**src/rtl/keypad_time_entry_if.sv**
```systemverilog
// Keypad/time-entry signal bundle: row input, column drive, decoded key and loaded time.
// Latency: none, wires only.
// Backpressure: none; every output is a pulse or a level with no handshake.
// Ports: row_in (to design), col_out/key_code/key_valid/entry_digits/digit_count/
//        load_pulse/load_hour/load_min/load_sec/entry_error (from design).
interface keypad_time_entry_if;
  logic [3:0]  row_in;
  logic [3:0]  col_out;
  logic [3:0]  key_code;
  logic        key_valid;
  logic [23:0] entry_digits;
  logic [2:0]  digit_count;
  logic        load_pulse;
  logic [5:0]  load_hour;
  logic [5:0]  load_min;
  logic [5:0]  load_sec;
  logic        entry_error;

  // master: the keypad controller, which drives the column lines and all results
  modport master (
    input  row_in,
    output col_out, key_code, key_valid, entry_digits, digit_count,
           load_pulse, load_hour, load_min, load_sec, entry_error
  );

  // slave: the keypad matrix plus whatever consumes the entered time
  modport slave (
    output row_in,
    input  col_out, key_code, key_valid, entry_digits, digit_count,
           load_pulse, load_hour, load_min, load_sec, entry_error
  );
endinterface

```
**src/rtl/keypad_time_entry.sv**
```systemverilog
// 4x4 keypad scanner/debouncer feeding a 6-digit HHMMSS entry buffer with range-checked load.
// Latency: key_valid DEBOUNCE_SCANS+1 scan ticks after the press is first seen; buffer/load_pulse 1 clk after key_valid.
// Backpressure: none; key_valid and load_pulse are single-cycle pulses that must be taken when offered.
// Ports: clk, RESETn (async active-low); kp.row_in in; kp.col_out, key_code, key_valid,
//        entry_digits, digit_count, load_pulse, load_hour/min/sec, entry_error out.
module keypad_time_entry #(
  parameter int SCAN_DIV       = 50000,
  parameter int DEBOUNCE_SCANS = 4
) (
  input  logic                clk,
  input  logic                RESETn,
  keypad_time_entry_if.master kp
);
  localparam int            TW        = $clog2(SCAN_DIV);
  localparam logic [TW-1:0] TICK_LAST = TW'(SCAN_DIV - 1);
  localparam logic [3:0]    DB_N      = 4'(DEBOUNCE_SCANS);

  typedef enum logic [1:0] {SCAN = 2'd0, DEBOUNCE = 2'd1, HELD = 2'd2} state_e;

  state_e        state_q, state_d;
  logic [TW-1:0] tick_q;
  logic [3:0]    row_s1_q, row_s2_q;
  logic [3:0]    col_q, col_d;
  logic [3:0]    cap_row_q, cap_row_d;
  logic [3:0]    cnt_q, cnt_d;
  logic [2:0]    quiet_q, quiet_d;
  logic          armed_q, armed_d;
  logic [3:0]    key_code_q, key_code_d;
  logic          key_valid_q, key_valid_d;
  logic [23:0]   buf_q, buf_d;
  logic [2:0]    count_q, count_d;
  logic          err_q, err_d;
  logic          load_q, load_d;
  logic [5:0]    hour_q, hour_d, min_q, min_d, sec_q, sec_d;

  logic       scan_tick, all_high, one_low;
  logic [3:0] rows_low;
  logic [7:0] hour_bin;
  logic [5:0] min_bin, sec_bin;
  logic       time_ok;

  function automatic logic [1:0] low_idx(input logic [3:0] v);
    logic [1:0] i;
    case (v)
      4'b1101: i = 2'd1;
      4'b1011: i = 2'd2;
      4'b0111: i = 2'd3;
      default: i = 2'd0;
    endcase
    return i;
  endfunction

  function automatic logic [3:0] key_of(input logic [1:0] r, input logic [1:0] c);
    logic [3:0] k;
    case ({r, c})
      4'h0: k = 4'h1;  4'h1: k = 4'h2;  4'h2: k = 4'h3;  4'h3: k = 4'hA;
      4'h4: k = 4'h4;  4'h5: k = 4'h5;  4'h6: k = 4'h6;  4'h7: k = 4'hB;
      4'h8: k = 4'h7;  4'h9: k = 4'h8;  4'hA: k = 4'h9;  4'hB: k = 4'hC;
      4'hC: k = 4'hE;  4'hD: k = 4'h0;  4'hE: k = 4'hF;  default: k = 4'hD;
    endcase
    return k;
  endfunction

  assign scan_tick = (tick_q == TICK_LAST);
  assign rows_low  = ~row_s2_q;
  assign all_high  = (row_s2_q == 4'hF);
  assign one_low   = (rows_low != 4'h0) && ((rows_low & (rows_low - 4'd1)) == 4'h0);

  // Scanner FSM
  always_comb begin
    state_d     = state_q;
    col_d       = col_q;
    cap_row_d   = cap_row_q;
    cnt_d       = cnt_q;
    quiet_d     = quiet_q;
    armed_d     = armed_q;
    key_code_d  = key_code_q;
    key_valid_d = 1'b0;
    if (scan_tick) begin
      case (state_q)
        SCAN: begin
          // After reset nothing is captured until one full column sweep reads
          // all rows high, so a key held through reset must be released first.
          if (!armed_q) begin
            if (!all_high)            quiet_d = 3'd0;
            else if (quiet_q == 3'd3) armed_d = 1'b1;
            else                      quiet_d = quiet_q + 3'd1;
          end
          if (armed_q && one_low) begin
            cap_row_d = row_s2_q;
            cnt_d     = 4'd0;
            state_d   = DEBOUNCE;
          end else begin
            col_d = {col_q[2:0], col_q[3]};
          end
        end
        DEBOUNCE: begin
          if (row_s2_q == cap_row_q) begin
            if (cnt_q + 4'd1 == DB_N) begin
              key_code_d  = key_of(low_idx(cap_row_q), low_idx(col_q));
              key_valid_d = 1'b1;
              cnt_d       = 4'd0;
              state_d     = HELD;
            end else begin
              cnt_d = cnt_q + 4'd1;
            end
          end else begin
            state_d = SCAN;
          end
        end
        default: begin // HELD: cnt counts consecutive all-released samples
          if (!all_high) begin
            cnt_d = 4'd0;
          end else if (cnt_q + 4'd1 == DB_N) begin
            cnt_d   = 4'd0;
            col_d   = {col_q[2:0], col_q[3]};
            state_d = SCAN;
          end else begin
            cnt_d = cnt_q + 4'd1;
          end
        end
      endcase
    end
  end

  // Entry buffer and Enter validation, acting on the registered key pulse
  assign hour_bin = {4'h0, buf_q[23:20]} * 8'd10 + {4'h0, buf_q[19:16]};
  assign min_bin  = {2'b00, buf_q[15:12]} * 6'd10 + {2'b00, buf_q[11:8]};
  assign sec_bin  = {2'b00, buf_q[7:4]} * 6'd10 + {2'b00, buf_q[3:0]};
  assign time_ok  = (count_q == 3'd6) &&
                    (buf_q[23:20] <= 4'd9) && (buf_q[19:16] <= 4'd9) &&
                    (buf_q[15:12] <= 4'd5) && (buf_q[11:8]  <= 4'd9) &&
                    (buf_q[7:4]   <= 4'd5) && (buf_q[3:0]   <= 4'd9) &&
                    (hour_bin <= 8'd23);

  always_comb begin
    buf_d   = buf_q;
    count_d = count_q;
    err_d   = err_q;
    load_d  = 1'b0;
    hour_d  = hour_q;
    min_d   = min_q;
    sec_d   = sec_q;
    if (key_valid_q) begin
      err_d = 1'b0;
      if (key_code_q <= 4'd9) begin
        if (count_q != 3'd6) begin
          buf_d   = {buf_q[19:0], key_code_q};
          count_d = count_q + 3'd1;
        end
      end else begin
        case (key_code_q)
          4'hA: begin
            if (time_ok) begin
              hour_d  = hour_bin[5:0];
              min_d   = min_bin;
              sec_d   = sec_bin;
              load_d  = 1'b1;
              buf_d   = 24'h0;
              count_d = 3'd0;
            end else begin
              err_d = 1'b1;
            end
          end
          4'hB: begin
            if (count_q != 3'd0) begin
              buf_d   = {4'h0, buf_q[23:4]};
              count_d = count_q - 3'd1;
            end
          end
          4'hC: begin
            buf_d   = 24'h0;
            count_d = 3'd0;
          end
          default: ;
        endcase
      end
    end
  end

  always_ff @(posedge clk or negedge RESETn) begin
    if (!RESETn) begin
      state_q     <= SCAN;
      tick_q      <= '0;
      row_s1_q    <= 4'h0;
      row_s2_q    <= 4'h0;
      col_q       <= 4'b1110;
      cap_row_q   <= 4'h0;
      cnt_q       <= 4'h0;
      quiet_q     <= 3'd0;
      armed_q     <= 1'b0;
      key_code_q  <= 4'h0;
      key_valid_q <= 1'b0;
      buf_q       <= 24'h0;
      count_q     <= 3'd0;
      err_q       <= 1'b0;
      load_q      <= 1'b0;
      hour_q      <= 6'd0;
      min_q       <= 6'd0;
      sec_q       <= 6'd0;
    end else begin
      state_q     <= state_d;
      tick_q      <= scan_tick ? '0 : tick_q + 1'b1;
      row_s1_q    <= kp.row_in;
      row_s2_q    <= row_s1_q;
      col_q       <= col_d;
      cap_row_q   <= cap_row_d;
      cnt_q       <= cnt_d;
      quiet_q     <= quiet_d;
      armed_q     <= armed_d;
      key_code_q  <= key_code_d;
      key_valid_q <= key_valid_d;
      buf_q       <= buf_d;
      count_q     <= count_d;
      err_q       <= err_d;
      load_q      <= load_d;
      hour_q      <= hour_d;
      min_q       <= min_d;
      sec_q       <= sec_d;
    end
  end

  assign kp.col_out      = col_q;
  assign kp.key_code     = key_code_q;
  assign kp.key_valid    = key_valid_q;
  assign kp.entry_digits = buf_q;
  assign kp.digit_count  = count_q;
  assign kp.load_pulse   = load_q;
  assign kp.load_hour    = hour_q;
  assign kp.load_min     = min_q;
  assign kp.load_sec     = sec_q;
  assign kp.entry_error  = err_q;
endmodule

```
**src/flat_wrapper.sv**
```systemverilog
// flat-port wrapper written by rule: the top's interface ports become plain ports
module keypad_time_entry_flat 
#(
  parameter int SCAN_DIV       = 50000,
  parameter int DEBOUNCE_SCANS = 4
)
  (clk, RESETn, kp_row_in, kp_col_out, kp_key_code, kp_key_valid, kp_entry_digits, kp_digit_count, kp_load_pulse, kp_load_hour, kp_load_min, kp_load_sec, kp_entry_error);
  keypad_time_entry_if kp_i ();
  input  logic clk;
  input  logic RESETn;
  input wire logic [$bits(kp_i.row_in)-1:0] kp_row_in;
  output wire logic [$bits(kp_i.col_out)-1:0] kp_col_out;
  output wire logic [$bits(kp_i.key_code)-1:0] kp_key_code;
  output wire logic [$bits(kp_i.key_valid)-1:0] kp_key_valid;
  output wire logic [$bits(kp_i.entry_digits)-1:0] kp_entry_digits;
  output wire logic [$bits(kp_i.digit_count)-1:0] kp_digit_count;
  output wire logic [$bits(kp_i.load_pulse)-1:0] kp_load_pulse;
  output wire logic [$bits(kp_i.load_hour)-1:0] kp_load_hour;
  output wire logic [$bits(kp_i.load_min)-1:0] kp_load_min;
  output wire logic [$bits(kp_i.load_sec)-1:0] kp_load_sec;
  output wire logic [$bits(kp_i.entry_error)-1:0] kp_entry_error;
  assign kp_i.row_in = kp_row_in;
  assign kp_col_out = kp_i.col_out;
  assign kp_key_code = kp_i.key_code;
  assign kp_key_valid = kp_i.key_valid;
  assign kp_entry_digits = kp_i.entry_digits;
  assign kp_digit_count = kp_i.digit_count;
  assign kp_load_pulse = kp_i.load_pulse;
  assign kp_load_hour = kp_i.load_hour;
  assign kp_load_min = kp_i.load_min;
  assign kp_load_sec = kp_i.load_sec;
  assign kp_entry_error = kp_i.entry_error;
  keypad_time_entry #(.SCAN_DIV(SCAN_DIV), .DEBOUNCE_SCANS(DEBOUNCE_SCANS)) u_core (.clk(clk), .RESETn(RESETn), .kp(kp_i));
endmodule
```
**config.mk**
```make
export PLATFORM = sky130hd
export DESIGN_NAME = keypad_time_entry_flat
export DESIGN_NICKNAME = d
export VERILOG_FILES = /design/src/rtl/keypad_time_entry_if.sv /design/src/rtl/keypad_time_entry.sv /design/src/flat_wrapper.sv
export SDC_FILE = /design/constraint.sdc
export NUM_CORES = 1
export LEC_CHECK = 0
export CORE_MARGIN = 1.5
export CORE_UTILIZATION = 62
export CTS_CLUSTER_DIAMETER = 30
export DETAILED_ROUTE_END_ITERATION = 7
export PLACE_DENSITY = 0.84
export SLEW_MARGIN = 20
export SYNTH_ARGS = -nofsm -noshare
export SYNTH_HDL_FRONTEND = slang
export SYNTH_SLANG_ARGS = --single-unit
```
**constraint.sdc**
```tcl
create_clock -name clk -period 6.2 [get_ports clk]
set_clock_uncertainty 0.2 [all_clocks]
set_input_delay 1.24 -clock clk [delete_from_list [all_inputs] [get_ports clk]]
set_output_delay 1.24 -clock clk [all_outputs]
set_load 0.05 [all_outputs]
```
==> Yosys cells after proc, flatten, opt, wreduce, memory -nomap -nowiden <==
Memory sizes are Yosys's and may differ from the RTL's. A register that Yosys moved wholly into a read port is not among the register bits.
Index checks and enable logic that the tools add are counted.
{ "word_totals": {"ff_bits": 90, "latchBits": 0, "ramBits": 0, "romBits": 64, "output_inout_bits": 56, "elab_cells": 148, "n_memories": 1} }
{ "mem_list": {"columns": ["name", "words", "width", "read_ports", "rd_clocked_by_memory_dff", "write_ports", "line_no", "rtl"], "rows": [
  ["(name not given)", 16, 4, 1, 1, 0, "keypad_time_entry.sv:55", "case ({r, c})"]
]} }
{ "op_classes": {"addsub": 9, "multipliers": 3, "div": 0, "n_lt_le_gt_ge": 8, "eq_ne": 25, "n_shift": 0, "muxes": 52, "bitwise": 5, "n_reduce_logical": 28} }
{ "ops": {"columns": ["cell", "count"], "rows": [
  ["24-bit 2-to-1 mux", 4],
  ["24-bit one-hot mux with 3 select lines", 1],
  ["4-bit equality test, second input constant", 8],
  ["4-bit 2-to-1 mux", 7],
  ["2-bit 2-to-1 mux", 13],
  ["4-bit less-or-equal comparator, second input constant", 5],
  ["3-bit 2-to-1 mux", 6],
  ["16-bit by 1-bit adder with 16-bit output, second input constant", 1],
  ["16-bit equality test, second input constant", 1],
  ["16-bit 2-to-1 mux", 1],
  ["4-bit one-hot mux with 2 select lines", 2],
  ["5-bit AND reduction", 3],
  ["1-bit 2-to-1 mux", 14],
  ["6-bit by 4-bit adder with 6-bit output", 2],
  ["4-bit by 3-bit equality test with 1-bit output, second input constant", 3],
  ["2-bit one-hot mux with 3 select lines", 2],
  ["4-bit AND reduction", 3],
  ["4-bit by 3-bit multiplier with 5-bit output, second input constant", 2],
  ["1-bit logical AND", 9],
  ["3-bit one-hot mux with 3 select lines", 1],
  ["3-bit nonzero test", 3],
  ["8-bit by 4-bit adder with 8-bit output", 1],
  ["4-bit by 3-bit less-or-equal comparator with 1-bit output, second input constant", 2],
  ["8-bit by 5-bit less-or-equal comparator with 1-bit output, second input constant", 1],
  ["other kinds (24)", 35]
]} }

==> Logic depth before layout (Yosys ltp) <==
Gate-level depths: netlist of the first run.
{ "depth": {"ltp_word": 12, "mapped_depth": 10, "mapped_depth_nobuf": 8} }

==> Worst setup path after synthesis of the first run <==
No wires, ideal clock.
{ "synth_path": {"path_kind": "register to register", "start": "reg u_core.buf_q[21] (netlist: u_core.kp.entry_digits[21])", "end": "reg u_core.min_q[3] (netlist: u_core.kp.load_min[3])", "setup_time_ps": 125, "arrival_time_ps": 3245, "path_slack_ps": 2630, "path_stages_with_launch": 10, "n_path_buf": 1, "cell_sequence": "dfrtp_1 -> ha_1 -> ha_1 -> fa_1 -> o211ai_1 -> nor3_1 -> a2bb2oi_1 -> nor4_4 -> buf_6 -> mux2_4"} }
{ "synth_between": {"elab_chain_len": 9, "word_cells_on_any_way": 12} }
{ "synth_rtl": {"columns": ["item", "line_no", "rtl"], "rows": [
  ["start, declared", "keypad_time_entry.sv:30", "logic [23:0] buf_q, buf_d;"],
  ["start signal, assigned", "keypad_time_entry.sv:213", "buf_q <= buf_d;"],
  ["parallel branches: the longest is 7 deep, another holds 8-bit by 4-bit adder with 8-bit output", null, null],
  ["1-bit logical AND (*)", "keypad_time_entry.sv:133", "(buf_q[7:4] <= 4'd5) && (buf_q[3:0] <= 4'd9) &&"],
  ["4-bit AND reduction (no source line) (*)", null, null],
  ["end signal, assigned", "keypad_time_entry.sv:218", "min_q <= min_d;"],
  ["end, declared", "keypad_time_entry.sv:34", "logic [5:0] hour_q, hour_d, min_q, min_d, sec_q, sec_d;"]
]} }
Every way passes the cells marked *.
A chain may end at the register's enable or synchronous reset.

==> Final worst setup path of the first run <==
{ "layout_path": {"start": "reg u_core.buf_q[21] (netlist: u_core.kp.entry_digits[21])", "end": "reg u_core.buf_q[20] (netlist: u_core.kp.entry_digits[20])"} }
{ "layout_between": {"elab_chain_len": 10, "word_cells_on_any_way": 13} }
{ "layout_rtl": {"columns": ["item", "line_no"], "rows": [
  ["parallel branches: the longest is 7 deep, another holds 8-bit by 4-bit adder with 8-bit output", null],
  ["1-bit logical AND (*)", "keypad_time_entry.sv:133"],
  ["3-bit by 1-bit != test with 1-bit output (no source line) (*)", null],
  ["5-bit AND reduction (no source line) (*)", null]
]} }
Marked as above.

==> flow_metrics.env, run 1 <==
export IMPL_critPathMaxFanout=21
export IMPL_drt_pass1_iterations=5
export IMPL_cts_setup_buffers=0
export IMPL_core_area_mm2=0.00876
export IMPL_power_density_mw_per_mm2=164
export IMPL_synth_top_area_share_pct=40.5
export IMPL_synth_enable_flop_cells=0
export IMPL_cp_slowest_stage_delay_ns=1.07
export IMPL_root_buffer="clkbuf_8"
export IMPL_synth_ff_type="dfrtp_1"
export IMPL_cp_end_kind="flip-flop"
export IMPL_fmax_ghz=0.233
export IMPL_totalWireLength_um=12700
export IMPL_synthMuxAreaShare_pct=8.55
export IMPL_ioPinCount=62
export IMPL_irDropWorstVdd_mv=0.141
export IMPL_yosys_area_share_xor_xnor_pct=5.45
export IMPL_final_setup_viol_count=0
export IMPL_maxCapViolations=0
export IMPL_synthCells=564
export IMPL_ant_nets=0
export IMPL_wl_per_cell_um=17.5
export IMPL_path_delay_family="simple AND/OR/NAND/NOR gates"
export IMPL_final_cell_mix="91 x dfrtp_1, 68 x nand2_1, 60 x clkdlybuf4s50_1"
export IMPL_insertion_delay_ns=0.36
export IMPL_clk_path_buf_depth=2
export IMPL_grt_pass1_vias=4519
export IMPL_critPathKind="flip-flop to flip-flop"
export IMPL_ys_seq_elements=94
export IMPL_hp_class="flip-flop to flip-flop"
export IMPL_use_met2_pct=44.7
export IMPL_period_minus_slack_ns=4.29
export IMPL_placed_cell_area_mm2=0.00627
export IMPL_synth_fa_ha_area_share_pct=8.77
export IMPL_row_count=34
export IMPL_crit_required_ns=6.20
export IMPL_dp_hpwl_um=8710
export IMPL_worstMarginPinSlew_ns=1.01
export IMPL_clkTransAtPathRegs_ns=0.10
export IMPL_track_usage_pct=27.7
export IMPL_drive_gt1_share_pct=10.4
export IMPL_synth_compound_area_share_pct=13.0
export IMPL_syn_to_final_growth_pct=15.3
export IMPL_vias=4559
export IMPL_rsz0062_at_grt="false"
export IMPL_die_area_mm2=0.00965
export IMPL_yosys_top_cells_area="dfrtp_1 41%, ha_1 7.3%, mux2_2 4.8%"
export IMPL_hold_viol=0
export IMPL_power_leakage_nw=2.82
export IMPL_cts_hold_buf=0
export IMPL_slew_violations=0
export IMPL_post_synth_cell_area_avg_um2=9.97
export IMPL_yosysSeqAreaShare_pct=41.9
export IMPL_place_port_buffers=61
export IMPL_synth_distinct_cells=61
export IMPL_yosysTopAreaCell="dfrtp_1"
export IMPL_final_common_cell="dfrtp_1"
export IMPL_nets=656
export IMPL_grt_pass1_wl_um=22000
export IMPL_slew_headroom_pct=32.1
export IMPL_sw_frac_of_total_pct=22.6
export IMPL_slowest_stage="nor3_1"
export IMPL_power_total_mw=1.06
export IMPL_clockPowerShare_pct=40.0
export IMPL_use_met3_pct=4.29
export IMPL_pwr_share_comb_pct=1.7
export IMPL_synthArstFlopShare_pct=100
export IMPL_initial_core_util_pct=64.1
export IMPL_grt_busiest_layer="met2"
export IMPL_ctsResizeCount=0
export IMPL_drc_errors=0
export IMPL_syn_cell_area_mm2=0.00562
export IMPL_grt_antenna_before_repair=0
export IMPL_pwr_share_seq_pct=58.3
export IMPL_numCtsBuffers=9
export IMPL_fin_crit_sh_pct=69.3
export IMPL_grt_start_max_net_pins=74
export IMPL_gr_total_overflow=0
export IMPL_synthSimpleGateAreaFrac_pct=18.0
export IMPL_dr_first_iter_drc_count=387
export IMPL_use_met1_pct=39.2
export IMPL_cts_max_level=3
export IMPL_cts_sinks=94
export IMPL_routed_via_density=6.28
export IMPL_outcome="completed"
export IMPL_p_switching_mw=0.240
export IMPL_final_area_mm2=0.00648
export IMPL_ys_warn_count=0
export IMPL_die_width_um=98.2
export IMPL_crit_path_start_kind="flip-flop"
export IMPL_cp_arrival_ns=4.30
export IMPL_path_cells="ha_1 > ha_1 > fa_1 > nor2b_1 > a32oi_1 > nand4b_1 > nor3_1 > o21ai_0"
export IMPL_synth_top_family_by_area="simple AND/OR/NAND/NOR gates"
export IMPL_place_congestion=0.944
export IMPL_die_h_um=98.2
export IMPL_n_fill_cell=636
export IMPL_intPower_mw=0.820
export IMPL_synth_nets=607
export IMPL_cp_common_cell="ha_1"
export IMPL_cts_tree="built"
export IMPL_antenna_cells=0
export IMPL_crit_buf_inv=0
export IMPL_finalSetupTns_ns=0
## power by group through the flow
stage / Sequential (mW) / Combinational, mW / Clock, mW
finish: 0.618 / 0.0183 / 0.424
global route: 0.619 / 0.0215 / 0.455
CTS: 0.618 / 0.0192 / 0.433
detailed placement: 0.630 / 0.0193 / 0
global placement: 0.630 / 0.0187 / 0
floorplan: 0.629 / 0.00270 / 0
## final cells by class
type / count / area, um^2 / share of cell area, %
clock buffers: 10 / 138 / 2.12
clock inverters: 6 / 68.8 / 1.06
inverters: 26 / 97.6 / 1.51
multi-input cells: 414 / 3030 / 46.7
flip-flops and latches: 94 / 2360 / 36.4
well taps: 108 / 135 / 2.08
repair buffers: 68 / 661 / 10.2
## logic make-up after synthesis
kind of cell             count (synthesis)
multiplexers                            42
XOR/XNOR                                35
buffers and inverters                   56
AND/OR/NAND/NOR                        192
adder cells (fa/ha/maj)                 37
flip-flops                              94
AO/OA/AOI/OAI                          108
## per-layer routing
metal / wire [um] / vias to the layer above
met5: 0 / -
met1: 5740 / 2238
met4: 161 / 0
met2: 6110 / 178
met3: 705 / 17
li1: - / 2126
## registers in the layout, indices dropped and copies added (netlist names), 2 cells and up
name,count
u_core.kp.load_min,6
u_core.kp.digit_count,3
u_core.row_s2_q,4
u_core.kp.entry_digits,24
u_core.state_q,2
u_core.kp.key_code,4
u_core.row_s1_q,4
u_core.tick_q,16
u_core.kp.load_sec,6
u_core.kp.col_out,4
u_core.cap_row_q,4
u_core.cnt_q,4
u_core.quiet_q,3
u_core.kp.load_hour,6
## cell usage after synthesis (7+ instances only)
master    instances
a21oi_1           8
a22o_1           10
a22oi_1           7
and3_1            8
buf_2             7
clkbuf_1         17
dfrtp_1          91
ha_1             33
inv_1            26
mux2_2           24
mux2i_1          12
nand2_1          68
nand3_1          31
nand4_1          19
nor2_1           21
nor2b_1           7
nor3_1           11
o211ai_1         20
o21ai_0          33
xnor2_1          17
xor2_1           18
## stage by stage
step	setup slack, ns	util [%]	hold WS, ns	instances
detailed placement	2.03	71.6	0.136	710
global placement	2.18	71.6	0.132	710
finish	1.91	74.0	0.157	726
CTS	1.99	74.0	0.158	726
global route	1.59	74.0	0.160	726
floorplan	2.63	-	0.131	564
## worst register-to-register path: cells and delay by family, from the launching register on
kind	cells	cell delay [ns]
adder cells (fa/ha/maj)	3	1.12
AND/OR/NAND/NOR	3	1.95
flip-flops	1	0.49
AO/OA/AOI/OAI	2	0.39
## final timing paths
check                           slack, ns  depth (start not counted)                          to                        from
max in group asynchronous            4.02                          2  u_core.kp.entry_digits[11]                      RESETn
worst max-delay path                 1.91                          8  u_core.kp.entry_digits[20]  u_core.kp.entry_digits[21]
worst min register to register       0.16                          0          u_core.row_s2_q[0]          u_core.row_s1_q[0]
min in group asynchronous            0.55                          1            u_core.tick_q[6]                      RESETn
worst max register to register       1.91                          8  u_core.kp.entry_digits[20]  u_core.kp.entry_digits[21]
worst min-delay path                 0.16                          0          u_core.row_s2_q[0]          u_core.row_s1_q[0]
No activity file was read; power rests on OpenSTA's default activity.
==> inputs of run 2 (changes only) <==
--- a/config.mk
+++ b/config.mk
@@ -6,10 +6,10 @@
 export NUM_CORES = 1
 export LEC_CHECK = 0
 export CORE_MARGIN = 1.5
-export CORE_UTILIZATION = 62
+export CORE_UTILIZATION = 52
 export CTS_CLUSTER_DIAMETER = 30
 export DETAILED_ROUTE_END_ITERATION = 7
-export PLACE_DENSITY = 0.84
+export PLACE_DENSITY = 0.74
 export SLEW_MARGIN = 20
 export SYNTH_ARGS = -nofsm -noshare
 export SYNTH_HDL_FRONTEND = slang
==> constraint.sdc (replaced) <==
create_clock -name clk -period 3.5 [get_ports clk]
set_clock_uncertainty 0.2 [all_clocks]
set_input_delay 0.7 -clock clk [delete_from_list [all_inputs] [get_ports clk]]
set_output_delay 0.7 -clock clk [all_outputs]
set_load 0.05 [all_outputs]
==> run 2 against run 1 <==
Worst hold slack got worse by 0.0022 ns. Critical endpoint is now u_core.kp.load_min[0]. Sequential share of layout area is 0.24 points lower. Sequential cell count did not move. Utilization decreased by 11 points. Highest routed layer unchanged. Critical path depth increased by 1. Via count rose by 0.13%. Cell count up 4.4%. Non-clock buffer count increased by 4. Global-route usage is 4.4 points lower. Routed wire length fell by 0.90%. Fmax increased by 33%.
==> flow_metrics.env, run 2 (synthesis gave the netlist of run 1 again) <==
export IMPL_ant_nets=0
export IMPL_drt_pass1_iterations=5
export IMPL_routed_via_density=6.02
export IMPL_track_usage_pct=23.3
export IMPL_cts_sinks=94
export IMPL_dp_hpwl_um=8910
export IMPL_antenna_cells=0
export IMPL_root_buffer="clkbuf_8"
export IMPL_nets=660
export IMPL_period_minus_slack_ns=3.23
export IMPL_power_leakage_nw=2.81
export IMPL_row_count=37
export IMPL_cts_setup_buffers=0
export IMPL_totalWireLength_um=12600
export IMPL_ioPinCount=62
export IMPL_gr_total_overflow=0
export IMPL_cts_hold_buf=0
export IMPL_largest_register_ffs=24
export IMPL_drc_errors=0
export IMPL_vias=4565
export IMPL_numCtsBuffers=9
export IMPL_final_setup_viol_count=0
export IMPL_grt_start_max_net_pins=59
export IMPL_slew_headroom_pct=44.2
export IMPL_drive_gt1_share_pct=10.5
export IMPL_finalSetupTns_ns=0
export IMPL_met3_length_um=671
export IMPL_die_h_um=107
export IMPL_hp_class="flip-flop to flip-flop"
export IMPL_fin_crit_sh_pct=92.3
export IMPL_critPathMaxFanout=18
export IMPL_power_density_mw_per_mm2=270
export IMPL_wl_per_cell_um=16.6
export IMPL_ctsResizeCount=0
export IMPL_cts_tree="built"
export IMPL_wl_met1_um=5770
export IMPL_crit_required_ns=3.55
export IMPL_cts_max_level=3
export IMPL_maxCapViolations=0
export IMPL_slew_violations=0
export IMPL_final_cell_mix="89 x dfrtp_1, 68 x nand2_1, 60 x clkdlybuf4s50_1"
export IMPL_insertion_delay_ns=0.36
export IMPL_outcome="completed"
export IMPL_syn_to_final_growth_pct=16.2
export IMPL_clk_path_buf_depth=2
export IMPL_die_area_mm2=0.0114
export IMPL_wl_met2_um=5920
export IMPL_critPathKind="flip-flop to flip-flop"
export IMPL_fmax_ghz=0.310
export IMPL_place_congestion=0.878
export IMPL_grt_antenna_before_repair=0
export IMPL_final_area_mm2=0.00653
export IMPL_grt_pass1_vias=4382
export IMPL_place_port_buffers=61
export IMPL_placed_cell_area_mm2=0.00637
export IMPL_grt_pass1_wl_um=21100
export IMPL_n_fill_cell=885
export IMPL_core_area_mm2=0.0104
export IMPL_cp_end_kind="flip-flop"
export IMPL_final_common_cell="dfrtp_1"
export IMPL_irDropWorstVdd_mv=0.194
export IMPL_worstMarginPinSlew_ns=0.836
export IMPL_clkTransAtPathRegs_ns=0.08
export IMPL_dr_first_iter_drc_count=300
export IMPL_hold_viol=0
export IMPL_rsz0062_at_grt="false"
export IMPL_dp_cells=742
export IMPL_die_width_um=107
export IMPL_crit_path_start_kind="flip-flop"
export IMPL_final_cells=758
export IMPL_cp_arrival_ns=3.28
export IMPL_initial_core_util_pct=54.0
export IMPL_highest_layer="met4"
run 2: area by class of cell:
class	instances	area [um^2]	area share (%)
flip-flops and latches	94	2360	36.1
well taps	136	170	2.61
clock inverters	1	7.51	0.115
repair buffers	72	716	11.0
inverters	26	97.6	1.49
clock buffers	15	156	2.39
multi-input cells	414	3030	46.3
run 2: critical path, cell delays in order (launching register included):
cell	delay, ns
dfrtp_2	0.48
ha_1	0.32
ha_1	0.23
fa_1	0.53
o211ai_1	0.12
nor3_1	0.19
a2bb2oi_1	0.13
nor4_4	0.34
buf_12	0.21
mux2_2	0.35
run 2: power breakdown:
group | switching, mW | internal [mW]
sequential | 0.00437 | 1.09
combinational | 0.0240 | 0.00942
clock | 0.356 | 0.280
run 2: worst paths after layout:
kind / start / depth (start not counted) / slack (ns) / to
max: u_core.kp.entry_digits[21] / 9 / 0.27 / u_core.kp.load_min[0]
min: u_core.row_s1_q[3] / 0 / 0.15 / u_core.row_s2_q[3]
max reg2reg: u_core.kp.entry_digits[21] / 9 / 0.27 / u_core.kp.load_min[0]
min reg2reg: u_core.row_s1_q[3] / 0 / 0.15 / u_core.row_s2_q[3]
max in group asynchronous: RESETn / 2 / 2.26 / u_core.kp.load_sec[1]
min in group asynchronous: RESETn / 1 / 0.20 / u_core.state_q[0]
run 2: per-layer routing:
| layer | up-vias | global-route usage, % |
|---|---|---|
| met1 | 2239 | 33.2 |
| met2 | 164 | 35.2 |
| li1 | 2137 | - |
| met4 | 0 | 11.0 |
| met3 | 25 | 3.16 |
| met5 | - | 0 |
run 2: through the flow:
stage	power, mW	util, %	hold WS [ns]	setup WS [ns]
finish	1.76	62.7	0.155	0.270
global placement	1.15	61.1	0.133	0.380
floorplan	1.12	-	0.131	0.0968
CTS	1.78	62.7	0.158	0.264
detailed placement	1.15	61.1	0.139	0.271
global route	1.83	62.7	0.161	0.144
==> inputs of run 3 (changes only) <==
--- a/config.mk
+++ b/config.mk
@@ -6,10 +6,11 @@
 export NUM_CORES = 1
 export LEC_CHECK = 0
 export CORE_MARGIN = 1.5
-export CORE_UTILIZATION = 52
+export CORE_UTILIZATION = 57
 export CTS_CLUSTER_DIAMETER = 30
 export DETAILED_ROUTE_END_ITERATION = 7
-export PLACE_DENSITY = 0.74
+export PLACE_DENSITY = 0.78
+export SKIP_LAST_GASP = 1
 export SLEW_MARGIN = 20
 export SYNTH_ARGS = -nofsm -noshare
 export SYNTH_HDL_FRONTEND = slang
==> constraint.sdc (replaced) <==
create_clock -name clk -period 3.4 [get_ports clk]
set_clock_uncertainty 0.2 [all_clocks]
set_input_delay 0.68 -clock clk [delete_from_list [all_inputs] [get_ports clk]]
set_output_delay 0.68 -clock clk [all_outputs]
set_load 0.05 [all_outputs]
==> run 3 against run 2 <==
Via count rose by 2.2%. Sequential power rose by 4%. Critical path type unchanged. Utilization rose by 5.9 points. Largest cell class unchanged.
==> flow_metrics.env, run 3 (synthesis gave the netlist of run 1 again) <==
export IMPL_crit_buf_inv=1
export IMPL_largest_register_ffs=24
export IMPL_die_area_mm2=0.0105
export IMPL_ioPinCount=62
export IMPL_finalSetupTns_ns=0
export IMPL_drc_errors=0
export IMPL_drt_pass1_iterations=5
export IMPL_initial_core_util_pct=58.0
export IMPL_syn_to_final_growth_pct=18.2
export IMPL_dp_hpwl_um=9050
export IMPL_cts_setup_buffers=0
export IMPL_grt_antenna_before_repair=0
export IMPL_slowest_stage="fa_1"
export IMPL_clockPowerShare_pct=43.8
export IMPL_crit_required_ns=3.45
export IMPL_critPathMaxFanout=13
export IMPL_final_setup_viol_count=0
export IMPL_rr_startpoint="u_core.kp.entry_digits[23]"
export IMPL_clkTransAtPathRegs_ns=0.09
export IMPL_path_delay_family="adder cells"
export IMPL_die_width_um=102
export IMPL_maxCapViolations=0
export IMPL_core_area_mm2=0.00968
export IMPL_cts_tree="built"
export IMPL_routed_via_density=6.12
export IMPL_critPathKind="flip-flop to flip-flop"
export IMPL_rrSetupSlack_ns=0.20
export IMPL_cp_slowest_stage_delay_ns=0.53
export IMPL_layout_setup_ws_ns=0.201
export IMPL_worst_path_stages=9
export IMPL_startpoint="u_core.kp.entry_digits[23]"
export IMPL_vias=4664
export IMPL_power_total_mw=2.07
export IMPL_final_common_cell="dfrtp_1"
export IMPL_irDropWorstVdd_mv=0.207
export IMPL_clk_path_buf_depth=2
export IMPL_cts_max_level=3
export IMPL_ant_nets=0
export IMPL_final_cells=762
export IMPL_cp_common_cell="ha_1"
export IMPL_slew_headroom_pct=47.4
export IMPL_wl_per_cell_um=16.9
export IMPL_final_cell_mix="89 x dfrtp_1, 68 x nand2_1, 60 x clkdlybuf4s50_1"
export IMPL_place_congestion=0.830
export IMPL_grt_start_max_net_pins=47
export IMPL_die_h_um=102
export IMPL_rr_worst_depth=9
export IMPL_insertion_delay_ns=0.37
export IMPL_root_buffer="clkbuf_8"
export IMPL_dp_slack_ns=0.168
export IMPL_grt_pass1_wl_um=21200
export IMPL_fin_crit_sh_pct=94.1
export IMPL_grt_pass1_vias=4336
export IMPL_outcome="completed"
export IMPL_power_density_mw_per_mm2=311
export IMPL_fmax_ghz=0.313
export IMPL_rsz0062_at_grt="false"
export IMPL_antenna_cells=0
export IMPL_hold_viol=0
export IMPL_path_cells="ha_1 > ha_1 > fa_1 > nor2b_1 > a32oi_1 > nand4b_1 > nor4_4 > buf_6 > mux2_2"
export IMPL_dp_cells=746
export IMPL_worstMarginPinSlew_ns=0.789
export IMPL_p_switching_mw=0.424
export IMPL_track_usage_pct=25.9
export IMPL_row_count=36
export IMPL_sw_frac_of_total_pct=20.5
export IMPL_totalWireLength_um=12900
export IMPL_numCtsBuffers=9
export IMPL_fin_util_pct=68.6
export IMPL_drive_gt1_share_pct=12.1
export IMPL_cp_arrival_ns=3.25
export IMPL_place_port_buffers=61
export IMPL_cts_sinks=94
export IMPL_dr_first_iter_drc_count=298
export IMPL_nets=667
export IMPL_hp_class="primary input to async pin"
export IMPL_pwr_share_comb_pct=1.7
export IMPL_crit_path_start_kind="flip-flop"
export IMPL_intPower_mw=1.64
export IMPL_cp_end_kind="flip-flop"
export IMPL_gr_total_overflow=0
export IMPL_slew_violations=0
export IMPL_pwr_share_seq_pct=54.5
export IMPL_period_minus_slack_ns=3.20
export IMPL_power_leakage_nw=2.89
[run 3: path summary, 6_finish.rpt]
kind | to
setup / recovery | u_core.kp.load_min[0]
hold / removal | u_core.tick_q[8]
setup reg to reg | u_core.kp.load_min[0]
hold reg to reg | u_core.row_s2_q[2]
max in group asynchronous | u_core.kp.col_out[2]
min in group clk | u_core.row_s2_q[2]
[run 3: final cells by class]
class / instances / area, um^2
Timing Repair Buffer: 79 / 747
Fill cell: 732 / 3040
Clock inverter: 5 / 106
Tap cell: 133 / 166
Multi-Input combinational cell: 414 / 3030
Inverter: 26 / 97.6
Sequential cell: 94 / 2360
Clock buffer: 11 / 141
[run 3: per-layer routing]
metal / up-vias / track usage, % / share of wire, %
met5: - / 0 / 0
met4: 0 / 10.1 / 1.8
met3: 27 / 4.04 / 7.0
met2: 199 / 40.4 / 47
met1: 2287 / 36.5 / 44
li1: 2151 / - / -
[run 3: worst reg2reg max path, stage by stage, from the launching register on]
cell,delay (ns)
dfrtp_2,0.47
ha_1,0.29
ha_1,0.22
fa_1,0.53
nor2b_1,0.06
a32oi_1,0.19
nand4b_1,0.21
nor4_4,0.34
buf_6,0.23
mux2_2,0.36
[run 3: what timing repair did]
action / CTS / global route
hold buffers: 0 / 0
endpoints found under the setup margin: 0 / 2
gates resized for setup: 0 / 1
[run 3: power groups by stage]
stage	registers [mW]	logic [mW]	clock network, mW
after floorplan	1.15	0.00493	0
after global placement	1.15	0.0348	0
after detailed placement	1.15	0.0360	0
after CTS	1.13	0.0358	0.919
after global routing	1.13	0.0398	0.962
final	1.13	0.0342	0.905
[run 3: stage by stage]
| stage | hold slack [ns] | cell area, um^2 |
|---|---|---|
| 2_1_floorplan | 0.131 | 5620 |
| 3_3_place_gp | 0.133 | 6390 |
| 3_5_place_dp | 0.135 | 6390 |
| 4_1_cts | 0.129 | 6640 |
| 5_1_grt | 0.157 | 6640 |
| 6_report | 0.119 | 6640 |
